$ cat src/rtl/adder_scheduler_if.sv
// Request/grant/result bundle between two clients and the shared nibble-serial adder.
// The scheduler takes the slave side; clients (or a bench) take the master side.
interface adder_scheduler_if #(
  parameter int W = 16
);
  logic         req0;
  logic         req1;
  logic [W-1:0] a0;
  logic [W-1:0] b0;
  logic [W-1:0] a1;
  logic [W-1:0] b1;
  logic         sub0;
  logic         sub1;
  logic         gnt0;
  logic         gnt1;
  logic         done0;
  logic         done1;
  logic [W-1:0] result;
  logic         cout;
  logic         ovf;
  logic         busy;

  modport master (
    output req0, req1, a0, b0, a1, b1, sub0, sub1,
    input  gnt0, gnt1, done0, done1, result, cout, ovf, busy
  );

  modport slave (
    input  req0, req1, a0, b0, a1, b1, sub0, sub1,
    output gnt0, gnt1, done0, done1, result, cout, ovf, busy
  );
endinterface

$ cat src/rtl/adder_scheduler.sv
// Two-port round-robin scheduler around one 4-bit ripple adder; performs
// 4*NIBBLES-bit add/subtract one nibble per cycle with the carry registered.

module full_adder_4bit (
  input  logic [3:0] a_i,
  input  logic [3:0] b_i,
  input  logic       cin_i,
  output logic [3:0] s_o,
  output logic       cout_o
);
  logic c;

  // NOTE: blocking '=' is correct inside always_comb; every output gets a value
  // on every pass, so no latch is inferred.
  always_comb begin
    c = cin_i;
    s_o = 4'b0;
    for (int i = 0; i < 4; i++) begin
      s_o[i] = a_i[i] ^ b_i[i] ^ c;
      c      = (a_i[i] & b_i[i]) | (c & (a_i[i] ^ b_i[i]));
    end
    cout_o = c;
  end
endmodule

module adder_scheduler #(
  parameter int NIBBLES = 4
) (
  input  logic               clk,
  input  logic               rst,
  adder_scheduler_if.slave   bus
);
  localparam int W     = 4 * NIBBLES;
  localparam int IDX_W = (NIBBLES > 1) ? $clog2(NIBBLES) : 1;
  localparam logic [IDX_W-1:0] LAST_IDX = IDX_W'(NIBBLES - 1);

  localparam logic [1:0] S_IDLE = 2'd0;
  localparam logic [1:0] S_RUN  = 2'd1;
  localparam logic [1:0] S_DONE = 2'd2;

  logic [1:0]       state_q, state_d;
  logic [IDX_W-1:0] idx_q, idx_d;
  logic             carry_q, carry_d;
  logic             port_q, port_d;
  logic             last_q, last_d;
  logic             gnt0_q, gnt0_d, gnt1_q, gnt1_d;
  logic             done0_q, done0_d, done1_q, done1_d;
  logic [W-1:0]     result_q, result_d;
  logic             cout_q, cout_d;
  logic             ovf_q, ovf_d;

  logic [W-1:0]     a_q, a_d, b_q, b_d, acc_q, acc_d;
  logic             sub_q, sub_d;

  logic             pick;
  logic [3:0]       add_b;
  logic [3:0]       add_s;
  logic             add_co;

  // Operands shift right each nibble, so the adder always sees bits [3:0].
  assign add_b = b_q[3:0] ^ {4{sub_q}};

  full_adder_4bit u_adder (
    .a_i    (a_q[3:0]),
    .b_i    (add_b),
    .cin_i  (carry_q),
    .s_o    (add_s),
    .cout_o (add_co)
  );

  always_comb begin
    state_d  = state_q;
    idx_d    = idx_q;
    carry_d  = carry_q;
    port_d   = port_q;
    last_d   = last_q;
    gnt0_d   = 1'b0;
    gnt1_d   = 1'b0;
    done0_d  = 1'b0;
    done1_d  = 1'b0;
    result_d = result_q;
    cout_d   = cout_q;
    ovf_d    = ovf_q;
    a_d      = a_q;
    b_d      = b_q;
    sub_d    = sub_q;
    acc_d    = acc_q;
    pick     = 1'b0;

    case (state_q)
      S_IDLE: begin
        if (bus.req0 || bus.req1) begin
          // last_q names the port served most recently; the other one wins a tie.
          pick    = (bus.req0 && bus.req1) ? ~last_q : bus.req1;
          port_d  = pick;
          a_d     = pick ? bus.a1   : bus.a0;
          b_d     = pick ? bus.b1   : bus.b0;
          sub_d   = pick ? bus.sub1 : bus.sub0;
          carry_d = sub_d;
          idx_d   = '0;
          gnt0_d  = ~pick;
          gnt1_d  = pick;
          state_d = S_RUN;
        end
      end
      S_RUN: begin
        acc_d   = {add_s, acc_q[W-1:4]};
        a_d     = a_q >> 4;
        b_d     = b_q >> 4;
        carry_d = add_co;
        idx_d   = idx_q + 1'b1;
        if (idx_q == LAST_IDX) begin
          state_d  = S_DONE;
          result_d = acc_d;
          cout_d   = add_co;
          ovf_d    = (a_q[3] == add_b[3]) && (add_s[3] != a_q[3]);
          done0_d  = ~port_q;
          done1_d  = port_q;
        end
      end
      S_DONE: begin
        last_d  = port_q;
        state_d = S_IDLE;
      end
      default: state_d = S_IDLE;
    endcase
  end

  // NOTE: sequential state uses non-blocking '<=' only, so every register
  // samples the pre-edge value of every other register.
  always_ff @(posedge clk or posedge rst) begin
    if (rst) begin
      state_q  <= S_IDLE;
      idx_q    <= '0;
      carry_q  <= 1'b0;
      port_q   <= 1'b0;
      last_q   <= 1'b1;
      gnt0_q   <= 1'b0;
      gnt1_q   <= 1'b0;
      done0_q  <= 1'b0;
      done1_q  <= 1'b0;
      result_q <= '0;
      cout_q   <= 1'b0;
      ovf_q    <= 1'b0;
    end else begin
      state_q  <= state_d;
      idx_q    <= idx_d;
      carry_q  <= carry_d;
      port_q   <= port_d;
      last_q   <= last_d;
      gnt0_q   <= gnt0_d;
      gnt1_q   <= gnt1_d;
      done0_q  <= done0_d;
      done1_q  <= done1_d;
      result_q <= result_d;
      cout_q   <= cout_d;
      ovf_q    <= ovf_d;
    end
  end

  // NOTE: operand and accumulator registers have no reset; they are always
  // loaded at grant before anything reads them.
  always_ff @(posedge clk) begin
    a_q   <= a_d;
    b_q   <= b_d;
    sub_q <= sub_d;
    acc_q <= acc_d;
  end

  assign bus.gnt0   = gnt0_q;
  assign bus.gnt1   = gnt1_q;
  assign bus.done0  = done0_q;
  assign bus.done1  = done1_q;
  assign bus.result = result_q;
  assign bus.cout   = cout_q;
  assign bus.ovf    = ovf_q;
  assign bus.busy   = (state_q != S_IDLE);
endmodule
$ cat src/flat_wrapper.sv
// flat-port wrapper written by rule: the top's interface ports become plain ports
module adder_scheduler_flat 
#(
  parameter int NIBBLES = 4
)
  (clk, rst, bus_req0, bus_req1, bus_a0, bus_b0, bus_a1, bus_b1, bus_sub0, bus_sub1, bus_gnt0, bus_gnt1, bus_done0, bus_done1, bus_result, bus_cout, bus_ovf, bus_busy);
  adder_scheduler_if bus_i ();
  input  logic clk;
  input  logic rst;
  input wire logic [$bits(bus_i.req0)-1:0] bus_req0;
  input wire logic [$bits(bus_i.req1)-1:0] bus_req1;
  input wire logic [$bits(bus_i.a0)-1:0] bus_a0;
  input wire logic [$bits(bus_i.b0)-1:0] bus_b0;
  input wire logic [$bits(bus_i.a1)-1:0] bus_a1;
  input wire logic [$bits(bus_i.b1)-1:0] bus_b1;
  input wire logic [$bits(bus_i.sub0)-1:0] bus_sub0;
  input wire logic [$bits(bus_i.sub1)-1:0] bus_sub1;
  output wire logic [$bits(bus_i.gnt0)-1:0] bus_gnt0;
  output wire logic [$bits(bus_i.gnt1)-1:0] bus_gnt1;
  output wire logic [$bits(bus_i.done0)-1:0] bus_done0;
  output wire logic [$bits(bus_i.done1)-1:0] bus_done1;
  output wire logic [$bits(bus_i.result)-1:0] bus_result;
  output wire logic [$bits(bus_i.cout)-1:0] bus_cout;
  output wire logic [$bits(bus_i.ovf)-1:0] bus_ovf;
  output wire logic [$bits(bus_i.busy)-1:0] bus_busy;
  assign bus_i.req0 = bus_req0;
  assign bus_i.req1 = bus_req1;
  assign bus_i.a0 = bus_a0;
  assign bus_i.b0 = bus_b0;
  assign bus_i.a1 = bus_a1;
  assign bus_i.b1 = bus_b1;
  assign bus_i.sub0 = bus_sub0;
  assign bus_i.sub1 = bus_sub1;
  assign bus_gnt0 = bus_i.gnt0;
  assign bus_gnt1 = bus_i.gnt1;
  assign bus_done0 = bus_i.done0;
  assign bus_done1 = bus_i.done1;
  assign bus_result = bus_i.result;
  assign bus_cout = bus_i.cout;
  assign bus_ovf = bus_i.ovf;
  assign bus_busy = bus_i.busy;
  adder_scheduler #(.NIBBLES(NIBBLES)) u_core (.clk(clk), .rst(rst), .bus(bus_i));
endmodule
$ cat config.mk
export PLATFORM = sky130hd
export DESIGN_NAME = adder_scheduler_flat
export DESIGN_NICKNAME = d
export VERILOG_FILES = /design/src/rtl/adder_scheduler_if.sv /design/src/rtl/adder_scheduler.sv /design/src/flat_wrapper.sv
export SDC_FILE = /design/constraint.sdc
export NUM_CORES = 1
export LEC_CHECK = 0
export CAP_MARGIN = 40
export CORE_MARGIN = 2
export CORE_UTILIZATION = 52
export CTS_CLUSTER_DIAMETER = 30
export DETAILED_ROUTE_END_ITERATION = 6
export GPL_TIMING_DRIVEN = 0
export PLACE_DENSITY = 0.85
export SLEW_MARGIN = 25
export SYNTH_ARGS = -nofsm -noshare
export SYNTH_HDL_FRONTEND = slang
export SYNTH_SLANG_ARGS = --single-unit
$ cat constraint.sdc
create_clock -name clk -period 7.64 [get_ports clk]
set_clock_uncertainty 0.1 [all_clocks]
set_input_delay 1.146 -clock clk [delete_from_list [all_inputs] [get_ports clk]]
set_output_delay 1.146 -clock clk [all_outputs]
set_load 0.005 [all_outputs]
==> impl_results.md <==
- Status: complete, no violations
- Min-Delay Startpoint: u_core.acc_q[9]
- Seq/Total Area, Yosys: 0.590
- Kind of critical path: reg2reg
- Residual DRC: 0
- # clock sinks: 74
- Core Area: 6680 µm²
- Crit path time final: 2880 ps
- Yosys cell types: 32
- Area contributors post-synth: edfxtp_1 38%, dfrtp_1 20%, a21oi_2 9.4%, nand2_1 4.9%, mux2_4 4.3%
- CTS clk-pin slew, worst paths: 80 ps
- CTS Buf Count: 9
- CP delay by family, top: adder cells
- Die Ht: 86.3 µm
- IO Count: 93
- DIE WIDTH: 86.3 µm
- Cells after DPL: 452
- Grt met1 use: 0.244
- Vias in the first global route: 2435
- Max FO, Critical Path: 4
- Final setup violating endpoints: 0
- Chain of cells forming the critical path: xnor2_1, fa_1, inv_1, fa_1, inv_1, fa_1, inv_1, fa_1, xnor2_1, o31ai_1
- Power Density: 426 nW/µm²
- Largest net degree at the start of global routing: 33
- Crit share post-route: 0.377
- Most frequent cells in the layout: 92 x clkdlybuf4s50_1, 46 x nand2_1, 45 x edfxtp_1, 38 x a21oi_2
- Worst reg-to-reg path cell count: 10
- Util after Layout: 0.717
- FF-to-FF Start: u_core.sub_q
- Commonest non-fill, non-tap cell in the layout: clkdlybuf4s50_1
- Hold Vio Cnt, Final: 0
- Seq cells post-synth: 74
- Total track usage: 0.201
- RSZ-0062 raised after global routing: false
- Register area: 2080 µm²
- Post-synthesis cell count: 280
- Post-CTS setup repair buffer count: 0
- Met2 Use GR: 0.338
- Fillers: 490
- Synthesized area: 3520 µm²
- Crit path DAT: 3030 ps
- Final nets: 459
- Hold WS: 347 ps
- Non-filler cells, final: 468
- Synthesized net count: 356
- Slew @ Worst Pin: 691 ps
- Final HPWL DP: 5090 µm
- Synth warn: 0
- CP Buf/Inv Count: 3
- Met3 Usage GRT: 0.0524
- Via count: 2435
- First drt pass iteration count: 4
- Synth area leader: edfxtp_1
- Setup crit start: u_core.sub_q
- Htree depth: 3
- Final global-route overflow total: 0
- Antenna violations before repair: 0
- Flop2flop setup slack: 4760 ps
- MaxCap Viol Count: 0
- CTS Hold Buffers Added: 0
- Drt total wl: 7060 µm
- Maximum clock rate: 0.347 GHz
- Final slew viol count: 0
- Max incr delay on CP: 480 ps
- Routed WL per cell: 15.1 µm
- First-pass GRT wire length: 11400 µm
- GRT Max-Usage Layer: met2
- Slew HR: 0.539
- Drt via density: 5.20
- Worst Hold End: u_core.acc_q[5]
- Area of the multi-input gates: 1220 µm²
- Max VDD drop: 0.000207 V
- TritonCTS clock tree: yes
- PostCTS Resize Cnt: 0
- Clock latency on the worst-skew pair: 350 ps
- Lkg Pwr: 1.98 nW
- Num rows: 30
- CP max stage cell: edfxtp_1
- Worst setup EP type: flop
- GPL Wtd Cong: 0.802
- Antenna Nets Post-Route: 0
- RR Endpoint: u_core.bus.ovf
- Die area: 7450 µm²
- Hold path depth: 0
- DRT iter0 DRCs: 108
- Crit-path most repeated cell: fa_1
- Hold Crit Class: reg2reg
- WP data required: 7800 ps
- Layout Area Growth over Synthesis: 35.9%
- Initial Utilization: 0.528
- Setup_tns: 0 ps
- Share of the synthesized area in the top cell type: 0.383
- Max clock buf depth: 2
- CP Launch Type: flop
- Total power: 2.04 mW
- PortBufs: 92
- Syn avg cell area: 12.6 µm²
- Clk root buf: clkbuf_8
- Ant. Diodes: 0
- Share of cells above drive strength 1: 0.235
[state kept, by name (all words and copies together), names as in the netlist, 2 cells and up]
| name | flops |
|---|---|
| u_core.idx_q | 2 |
| u_core.a_q | 16 |
| u_core.state_q | 2 |
| u_core.acc_q | 12 |
| u_core.bus.result | 16 |
| u_core.b_q | 16 |
[cells in the mapped netlist, drive strengths merged]
library cell and number:
a21boi 1, inv 16, edfxtp 45, mux2 16, nand2 46, xnor2 3
dfstp 1, and3 1, nor3 1, xor2 2, o21ai 6, nor2 28
fa 4, buf 15, nand2b 1, dfrtp 28, nand3b 2, a21o 1
a21oi 56, a221oi 1, o31ai 2, ha 2, a21bo 1, mux2i 1
[cells by family (layout without fill, tap and decap cells)]
group	Yosys count	count (layout)	synth area share
compound gates	68	68	0.148
xor+xnor	5	5	0.0124
fa+ha+maj	6	6	0.0298
buf+inv	31	139	0.0635
flops	74	74	0.590
mux	17	17	0.0646
simple gates	79	79	0.0916
[per-stage QoR]
| stage | instance area, µm² | setup slack (ps) |
|---|---|---|
| after detailed placement | 4550 | 4440 |
| after global placement | 4550 | 4190 |
| after global routing | 4790 | 4600 |
| after floorplan | 3520 | 4930 |
| final | 4790 | 4760 |
| after CTS | 4790 | 4720 |
[cell type report]
type / count / area share
Buffer: 15 / 0.0327
Clock buffer: 11 / 0.0295
Clock inverter: 5 / 0.0212
Inverter: 16 / 0.0141
Multi-Input combinational cell: 175 / 0.255
Sequential cell: 74 / 0.434
Tap cell: 80 / 0.0209
Timing Repair Buffer: 92 / 0.192
[worst max-delay path by stage]
stage                          end  slack, ps  cells after the start
floorplan           u_core.bus.ovf       4930                     10
global placement    u_core.a_q[14]       4190                      3
detailed placement  u_core.a_q[14]       4440                      3
CTS                 u_core.bus.ovf       4720                     10
global route        u_core.bus.ovf       4600                     10
finish              u_core.bus.ovf       4760                     10
[power by group]
group / internal [mW] / leakage [nW] / switching (mW)
clock: 0.225 / 0.117 / 0.143
sequential: 0.705 / 0.816 / 0.0896
combinational: 0.444 / 1.05 / 0.433
total: 1.37 / 1.98 / 0.666
[per-layer routing]
layer | vias to the layer above | share of wire
li1 | 1167 | -
met1 | 1163 | 0.41
met4 | 0 | 0.018
met3 | 11 | 0.076
met5 | - | 0
met2 | 94 | 0.49
[worst register-to-register path, stage by stage (launching register included)]
cell and delay (ps):
edfxtp_1 480, xnor2_1 200, fa_1 430, inv_1 90, fa_1 180, inv_1 60
fa_1 390, inv_1 90, fa_1 460, xnor2_1 150, o31ai_1 180
Power figures use the tool's default switching activity.
